**src/rtl/mealy_seq_pkg.sv**
```systemverilog
// Shared types and helpers for the run-time configurable Mealy sequence detector.
package mealy_seq_pkg;

    typedef enum logic [1:0] {
        UNCFG = 2'd0,
        FILL  = 2'd1,
        ARMED = 2'd2
    } state_t;

    // Width of a field able to hold pattern lengths 0..depth.
    function automatic int unsigned len_width(input int unsigned depth);
        return $clog2(depth + 1);
    endfunction

endpackage

```
**src/rtl/mealy_seq_detector_sym_history.sv**
```systemverilog
// Enabled shift register of the most recent symbols; entry 0 holds the newest.
module sym_history #(
    parameter int unsigned SYM_W = 2,
    parameter int unsigned N     = 3
) (
    input  logic               clk,
    input  logic               rst,
    input  logic               clr,
    input  logic               en,
    input  logic [SYM_W-1:0]   d,
    output logic [N*SYM_W-1:0] q
);

    logic [N-1:0][SYM_W-1:0] mem;

    always_ff @(posedge clk or posedge rst) begin
        if (rst) begin
            mem <= '0;
        end else if (clr) begin
            mem <= '0;
        end else if (en) begin
            mem[0] <= d;
            for (int i = 1; i < int'(N); i++) begin
                mem[i] <= mem[i-1];
            end
        end
    end

    assign q = mem;

endmodule

```
**src/rtl/mealy_seq_detector.sv**
```systemverilog
// Mealy detector for a run-time loaded pattern of up to DEPTH symbols, with
// overlap control, qualifying enable and a saturating hit counter.
module mealy_seq_detector
    import mealy_seq_pkg::*;
#(
    parameter int unsigned SYM_W = 2,
    parameter int unsigned DEPTH = 4,
    parameter int unsigned CNT_W = 8
) (
    input  logic                       clk,
    input  logic                       rst,
    input  logic                       cfg_we,
    input  logic [DEPTH*SYM_W-1:0]     cfg_pat,
    input  logic [$clog2(DEPTH+1)-1:0] cfg_len,
    input  logic                       cfg_ovl,
    input  logic                       en,
    input  logic [SYM_W-1:0]           a,
    output logic [1:0]                 y,
    output logic [CNT_W-1:0]           hit_cnt,
    output logic                       armed
);

    localparam int unsigned LEN_W  = len_width(DEPTH);
    localparam int unsigned HIST_N = DEPTH - 1;

    state_t                   state, state_nxt;
    logic [LEN_W-1:0]         fill, fill_nxt;
    logic [LEN_W-1:0]         len_r;
    logic [DEPTH*SYM_W-1:0]   pat_r;
    logic                     ovl_r;
    logic [HIST_N*SYM_W-1:0]  hist;
    logic                     hit;
    logic                     hit_q;
    logic                     cfg_len_ok;
    logic                     tail_ok;
    logic                     last_ok;
    int                       len_i;
    int                       pidx;

    assign cfg_len_ok = (cfg_len != '0) && (cfg_len <= LEN_W'(DEPTH));

    sym_history #(
        .SYM_W (SYM_W),
        .N     (HIST_N)
    ) u_hist (
        .clk (clk),
        .rst (rst),
        .clr (cfg_we),
        .en  (en && !cfg_we),
        .d   (a),
        .q   (hist)
    );

    // Configuration registers
    always_ff @(posedge clk or posedge rst) begin
        if (rst) begin
            pat_r <= '0;
            len_r <= '0;
            ovl_r <= 1'b0;
        end else if (cfg_we) begin
            pat_r <= cfg_pat;
            len_r <= cfg_len;
            ovl_r <= cfg_ovl;
        end
    end

    // State register
    always_ff @(posedge clk or posedge rst) begin
        if (rst) begin
            state <= UNCFG;
            fill  <= '0;
        end else begin
            state <= state_nxt;
            fill  <= fill_nxt;
        end
    end

    // Next-state logic; a length-1 pattern needs no history so it arms at once
    always_comb begin
        state_nxt = state;
        fill_nxt  = fill;
        if (cfg_we) begin
            fill_nxt = '0;
            if (!cfg_len_ok) begin
                state_nxt = UNCFG;
            end else if (cfg_len == LEN_W'(1)) begin
                state_nxt = ARMED;
            end else begin
                state_nxt = FILL;
            end
        end else if (en) begin
            case (state)
                FILL: begin
                    fill_nxt = fill + LEN_W'(1);
                    if (fill + LEN_W'(1) == len_r - LEN_W'(1)) begin
                        state_nxt = ARMED;
                    end
                end
                ARMED: begin
                    if (hit && !ovl_r && len_r != LEN_W'(1)) begin
                        fill_nxt  = '0;
                        state_nxt = FILL;
                    end
                end
                default: begin
                    state_nxt = state;
                end
            endcase
        end
    end

    // Output logic: compare history against pat[0..len-2], input against pat[len-1]
    always_comb begin
        tail_ok = 1'b1;
        last_ok = 1'b0;
        hit     = 1'b0;
        len_i   = int'(len_r);
        pidx    = 0;
        if (state == ARMED && len_i >= 1 && len_i <= int'(DEPTH)) begin
            for (int k = 0; k < int'(HIST_N); k++) begin
                if (k < len_i - 1) begin
                    pidx = len_i - 2 - k;
                    if (hist[k*SYM_W +: SYM_W] != pat_r[pidx*SYM_W +: SYM_W]) begin
                        tail_ok = 1'b0;
                    end
                end
            end
            last_ok = (a == pat_r[(len_i-1)*SYM_W +: SYM_W]);
            hit     = en && !cfg_we && tail_ok && last_ok;
        end
    end

    // Registered hit and saturating counter
    always_ff @(posedge clk or posedge rst) begin
        if (rst) begin
            hit_q   <= 1'b0;
            hit_cnt <= '0;
        end else begin
            hit_q <= cfg_we ? 1'b0 : hit;
            if (hit && hit_cnt != {CNT_W{1'b1}}) begin
                hit_cnt <= hit_cnt + CNT_W'(1);
            end
        end
    end

    assign y     = {hit_q, hit};
    assign armed = (state == ARMED);

endmodule
```
**config.mk**
```make
export PLATFORM = sky130hd
export DESIGN_NAME = mealy_seq_detector
export DESIGN_NICKNAME = d
export VERILOG_FILES = /design/src/rtl/mealy_seq_pkg.sv /design/src/rtl/mealy_seq_detector_sym_history.sv /design/src/rtl/mealy_seq_detector.sv
export SDC_FILE = /design/constraint.sdc
export NUM_CORES = 1
export LEC_CHECK = 0
export ABC_AREA = 1
export CAP_MARGIN = 5
export CORE_UTILIZATION = 35
export CTS_CLUSTER_SIZE = 30
export DETAILED_ROUTE_END_ITERATION = 8
export GPL_TIMING_DRIVEN = 0
export PLACE_DENSITY = 0.6
export SYNTH_ARGS = -nofsm -noshare
export SYNTH_HDL_FRONTEND = slang
export SYNTH_SLANG_ARGS = --single-unit
```
**constraint.sdc**
```tcl
create_clock -name clk -period 7.6 [get_ports clk]
set_clock_uncertainty 0.15 [all_clocks]
set_input_delay 1.52 -clock clk [delete_from_list [all_inputs] [get_ports clk]]
set_output_delay 1.52 -clock clk [all_outputs]
set_load 0.01 [all_outputs]
```
# Word-level counts from Yosys, hierarchy flattened
# Cells that the tools add are included.
# classes
n_lt_le_gt_ge	6
muxes	22
reduce_logical	17
eq_ne	12
addsub	8
shift	4
# op_table
cell	n
variable part select 8 x 33 -> 2 bit	4
2-to-1 mux 2 bit	6
2-to-1 mux 6 bit	2
logical AND 1 bit	9
2-to-1 mux 1 bit	9
2-to-1 mux 3 bit	3
adder 8 x 1 -> 8 bit, second input constant	1
!= test 8 bit, second input constant	1
subtractor 3 x 1 -> 4 bit, second input constant	2
less-or-equal comparator 3 bit, second input constant	2
!= test 2 bit	3
one-hot mux 3 bit (2 select lines)	1
nonzero test 3 bit	2
subtractor 4 x 2 -> 5 bit, second input constant	1
subtractor 4 x 3 -> 5 bit, second input constant	1
less-than comparator 1 x 4 -> 1 bit, first input constant	1
less-than comparator 2 x 4 -> 1 bit, first input constant	1
less-than comparator 3 x 4 -> 1 bit, first input constant	1
one-hot mux 2 bit (2 select lines)	1
AND reduction 4 bit	1
nonzero test 2 bit	2
subtractor 3 x 2 -> 4 bit, second input constant	1
adder 3 x 1 -> 3 bit, second input constant	1
== test 3 x 1 -> 1 bit, second input constant	1
11 further kinds	12
# word_totals
regBits	32
in_bits	18
word_cells	79
out_inout_bits	11

# Depth between registers and ports, before layout
# depth
word_depth	19
ltp_mapped	19
mapped_depth_nobuf	19

# By module
# Synthesis repeated with hierarchy kept, for this count alone.
# unflattened
cells_unflattened	320
area_unflattened_um2	2235.9
# modules_own_cells
mod	seq_area_each_um2	cells_per_inst	instances	area_per_inst_um2
mealy_seq_detector	650.6	293	1	1991.9
sym_history	150.1	27	1	244.0

# Worst setup path before layout
# OpenSTA, ideal clock, no wires.
# synth_timing
path_type	in2out
from	input port cfg_we
to	output port y[0]
t_required_ns	5.930
arrival_ns	2.459
path_slack_ns	3.471
n_path_buf	1
path_stages	7
cell_sequence	inv_1 > nand2_1 > nor3_1 > nand3_1 > nor3_4 > and2_4 > buf_4
# synth_between
elab_chain_cells	5
# synth_lines
item	line_no	source
start: declaration	mealy_seq_detector.sv:12	input logic cfg_we,
logical NOT 1 bit	mealy_seq_detector.sv:129	hit = en && !cfg_we && tail_ok && last_ok;
logical AND 1 bit (3 in a row)	mealy_seq_detector.sv:129	
2-to-1 mux 1 bit	mealy_seq_detector.sv:119	if (state == ARMED && len_i >= 1 && len_i <= int'(DEPTH)) begin
end: declaration	mealy_seq_detector.sv:18	output logic [1:0] y,
# Every way passes these cells.

# Worst setup path in the final report
# Same ends and word-level chain as after synthesis.

==> results.toml <==
[outcome]
status = "complete, no violations"

[timing]
max_freq_mhz = 190.7
fin_setup_tns_ns = 0
hold_viol = 0
slew_violations = 0
tightest_slew_ns = 0.4509
rsz0062_at_grt = "no"
slew-limit-headroom_pct = 69.94
period_share_pct = 69.00
setup_violations = 0
fin_crit_ns = 5.244

[floorplan]
start_util_pct = 36.88
core-area_mm2 = 0.005991
io_pins = 29
dieArea_mm2 = 0.006635
fp-row-count = 28
fp.dieW_um = 81.46
die-height_um = 81.46

[yosys]
yosys-top-cells-area = "dfrtp_1 (36%), nand2_1 (15%), nand3_1 (6.8%)"
synth_xor_area_share_pct = 3.964
synthAdderAreaFrac_pct = 6.229
synth_area_leader_cell = "dfrtp_1"
syn-num-nets = 331
syn_avg_cell_area_um2 = 7.317
synth_area_mm2 = 0.002210
synthMuxAreaShare_pct = 0
synth.distinct_cells = 31
ys.warnings.count = 0
synth_top_area_share_pct = 36.24
synth_sequential_area_ratio_pct = 36.24
yosys.area_share.simple_pct = 33.98
synth_compound_gate_area_share_pct = 9.740
syn_inst = 302
synth_top_family_by_area = "simple AND/OR/NAND/NOR gates"
synth-seq-cells = 32

[layout]
drive_gt1_share_pct = 11.50
syn2layout_area_growth_pct = 22.03
final_util_pct = 45.01
nNetsFinal = 367
n_fill_cell = 589
antenna_cells = 0

[setup_path]
critPathLaunchType = "input port"
worst_ep_arrival_time_ns = 3.57
r2r_slack_ns = 4.81
cp.required_ns = 5.93
cp_max_fo = 7
worstSetupPathType = "in2out"
end_kind = "output pin"

[cts]
clockBufferDepth = 2
tritoncts = "done"
htreeDepth = 2
clock-root-buffer = "clkbuf_8"
postCtsHoldBufs = 0
cts-resized-gates = 0
insertion_delay_ns = 0.29
path_clk_slew_ns = 0.07
postCtsSetupRepairBufs = 0
cts_sinks = 32
cts_made_buffers = 5

[detailed_routing]
vias = 1982
finalWirelength_um = 4963
remaining_drc_errors = 0
drtIter0Drc = 57
drt-wirelength-per-cell_um = 11.99
route.antenna.remaining_nets = 0
first_pass_iters = 4
avgViaCountPerCell = 4.787

[global_route]
grt_usage_pct = 16.49
grt_util_met3_pct = 4.000
grtUsageMet1_pct = 22.18
grt_start_max_net_pins = 33
grt_first_pass_wirelength_um = 8300
grt_pass1_vias = 1810
grt_antenna_before_repair = 0
top_usage_layer = "met2"
use_met2_pct = 26.58
grt_remaining_overflow = 0

[power]
clock_power_share_pct = 23.2
p_sw_uw = 226.3
combPwrFrac_pct = 39.7
pwr-share-seq_pct = 37.0
leakage_nw = 1.330
sw_frac_of_total_pct = 37.95
internal_power_uw = 370.0
ir_worst_vdd_v = 0.0001280
power_per_cell_area_mw_per_mm2 = 221.2

[min_path]
hold_path_class = "reg2reg"

[placed_design]
post-dp-hpwl_um = 3748
io_buffer_count = 28
gp_congestion = 0.8574

[flow_run]
drv_cap = 0
[critical path, stage by stage]
cell	delay (ns)
clkdlybuf4s50_1	0.42
inv_1	0.10
nand2_1	0.17
nor3_1	0.19
nand3_1	0.15
nor3_4	0.22
and2_4	0.19
buf_4	0.10
clkdlybuf4s50_1	0.52
[state kept, by name (all words and copies together), names as in the netlist]
| name | cells |
|---|---|
| fill | 3 |
| hit_cnt | 8 |
| hit_q | 1 |
| len_r | 3 |
| ovl_r | 1 |
| pat_r | 8 |
| state | 2 |
| u_hist.q | 6 |
[Yosys cell counts]
master    instances
nand2_1          90
inv_1            38
dfrtp_1          32
nand3_1          30
o21ai_0          14
o21ai_1          13
ha_1             11
nand2_2           9
nand4_1           9
nor2_1            6
o22ai_1           6
xnor2_1           5
xor2_1            5
clkbuf_1          4
buf_6             3
inv_2             3
nor3_1            3
or2_2             3
a21oi_1           2
buf_4             2
nand2_4           2
nor2_2            2
o21ai_2           2
and2_1            1
and2_4            1
and3_1            1
nand3_2           1
nor2_4            1
nor3_4            1
o211ai_1          1
o31ai_1           1
[per-stage QoR]
step	instance area, µm²	power, mW	hold slack [ns]	setup WS (ns)	cells
after floorplan	2210	0.3864	0.2919	3.471	302
after global placement	2584	0.4554	0.3121	2.344	405
after detailed placement	2584	0.4596	0.3199	2.343	405
after CTS	2676	0.5998	0.3431	2.338	413
after global routing	2696	0.6454	0.3845	2.220	414
final	2696	0.5963	0.3526	2.356	414
[path summary, 6_finish.rpt]
path | start | end | cells after the start
min reg2reg | ovl_r$_DFFE_PP0P_ | ovl_r$_DFFE_PP0P_ | 2
max in group asynchronous | rst | u_hist.q[3]$_DFFE_PP0P_ | 3
max | cfg_we | y[0] | 9
max reg2reg | len_r[1]$_DFFE_PP0P_ | state[0]$_DFFE_PP0P_ | 13
min | ovl_r$_DFFE_PP0P_ | ovl_r$_DFFE_PP0P_ | 2
min in group asynchronous | rst | fill[2]$_DFFE_PP0P_ | 2
[power by group through the flow]
stage	registers, mW	clock network [mW]	logic, mW
floorplan	0.224	0	0.163
global placement	0.224	0	0.232
detailed placement	0.224	0	0.236
CTS	0.221	0.142	0.237
global route	0.225	0.150	0.271
finish	0.221	0.139	0.237
[per-layer routing]
metal	wire, µm	share of wire (%)
met2	2293	46
met4	36	0.73
met5	0	0
met3	150	3.0
met1	2483	50
[kinds of logic after synthesis]
logic type / Yosys count
fa+ha+maj: 11
simple gates: 160
xor+xnor: 10
compound gates: 39
buf+inv: 50
flops: 32
[final cells by class]
type	instances	area, µm²	area share (%)
inverters	41	153.9	5.708
well taps	75	93.84	3.480
clock inverters	2	10.01	0.3712
multi-input cells	220	1191	44.18
repair buffers	29	300.3	11.14
flip-flops and latches	32	800.8	29.70
clock buffers	6	82.58	3.063
plain buffers	9	63.81	2.367
[layout by cell type (no fill, tap or decap)]
master,Yosys,layout
nand2_1,90,90
o31ai_1,1,1
buf_12,0,1
clkinv_1,0,1
a21oi_1,2,2
and2_1,1,1
xnor2_1,5,5
inv_1,38,37
buf_6,3,3
o22ai_1,6,6
clkbuf_1,4,4
nor2_4,1,1
nor2_1,6,6
nand3_1,30,30
nand2_4,2,2
nand2_2,9,9
nor3_1,3,3
and2_4,1,1
o21ai_1,13,13
ha_1,11,11
o21ai_0,14,14
dfrtp_1,32,32
buf_4,2,2
nand3_2,1,1
clkdlybuf4s50_1,0,28
o211ai_1,1,1
and3_1,1,1
nand4_1,9,9
clkbuf_8,0,6
or2_2,3,3
inv_2,3,3
nor3_4,1,1
clkinv_2,0,2
nor2_2,2,2
o21ai_2,2,2
xor2_1,5,5
Note: power is estimated with default switching activity, not from simulation.
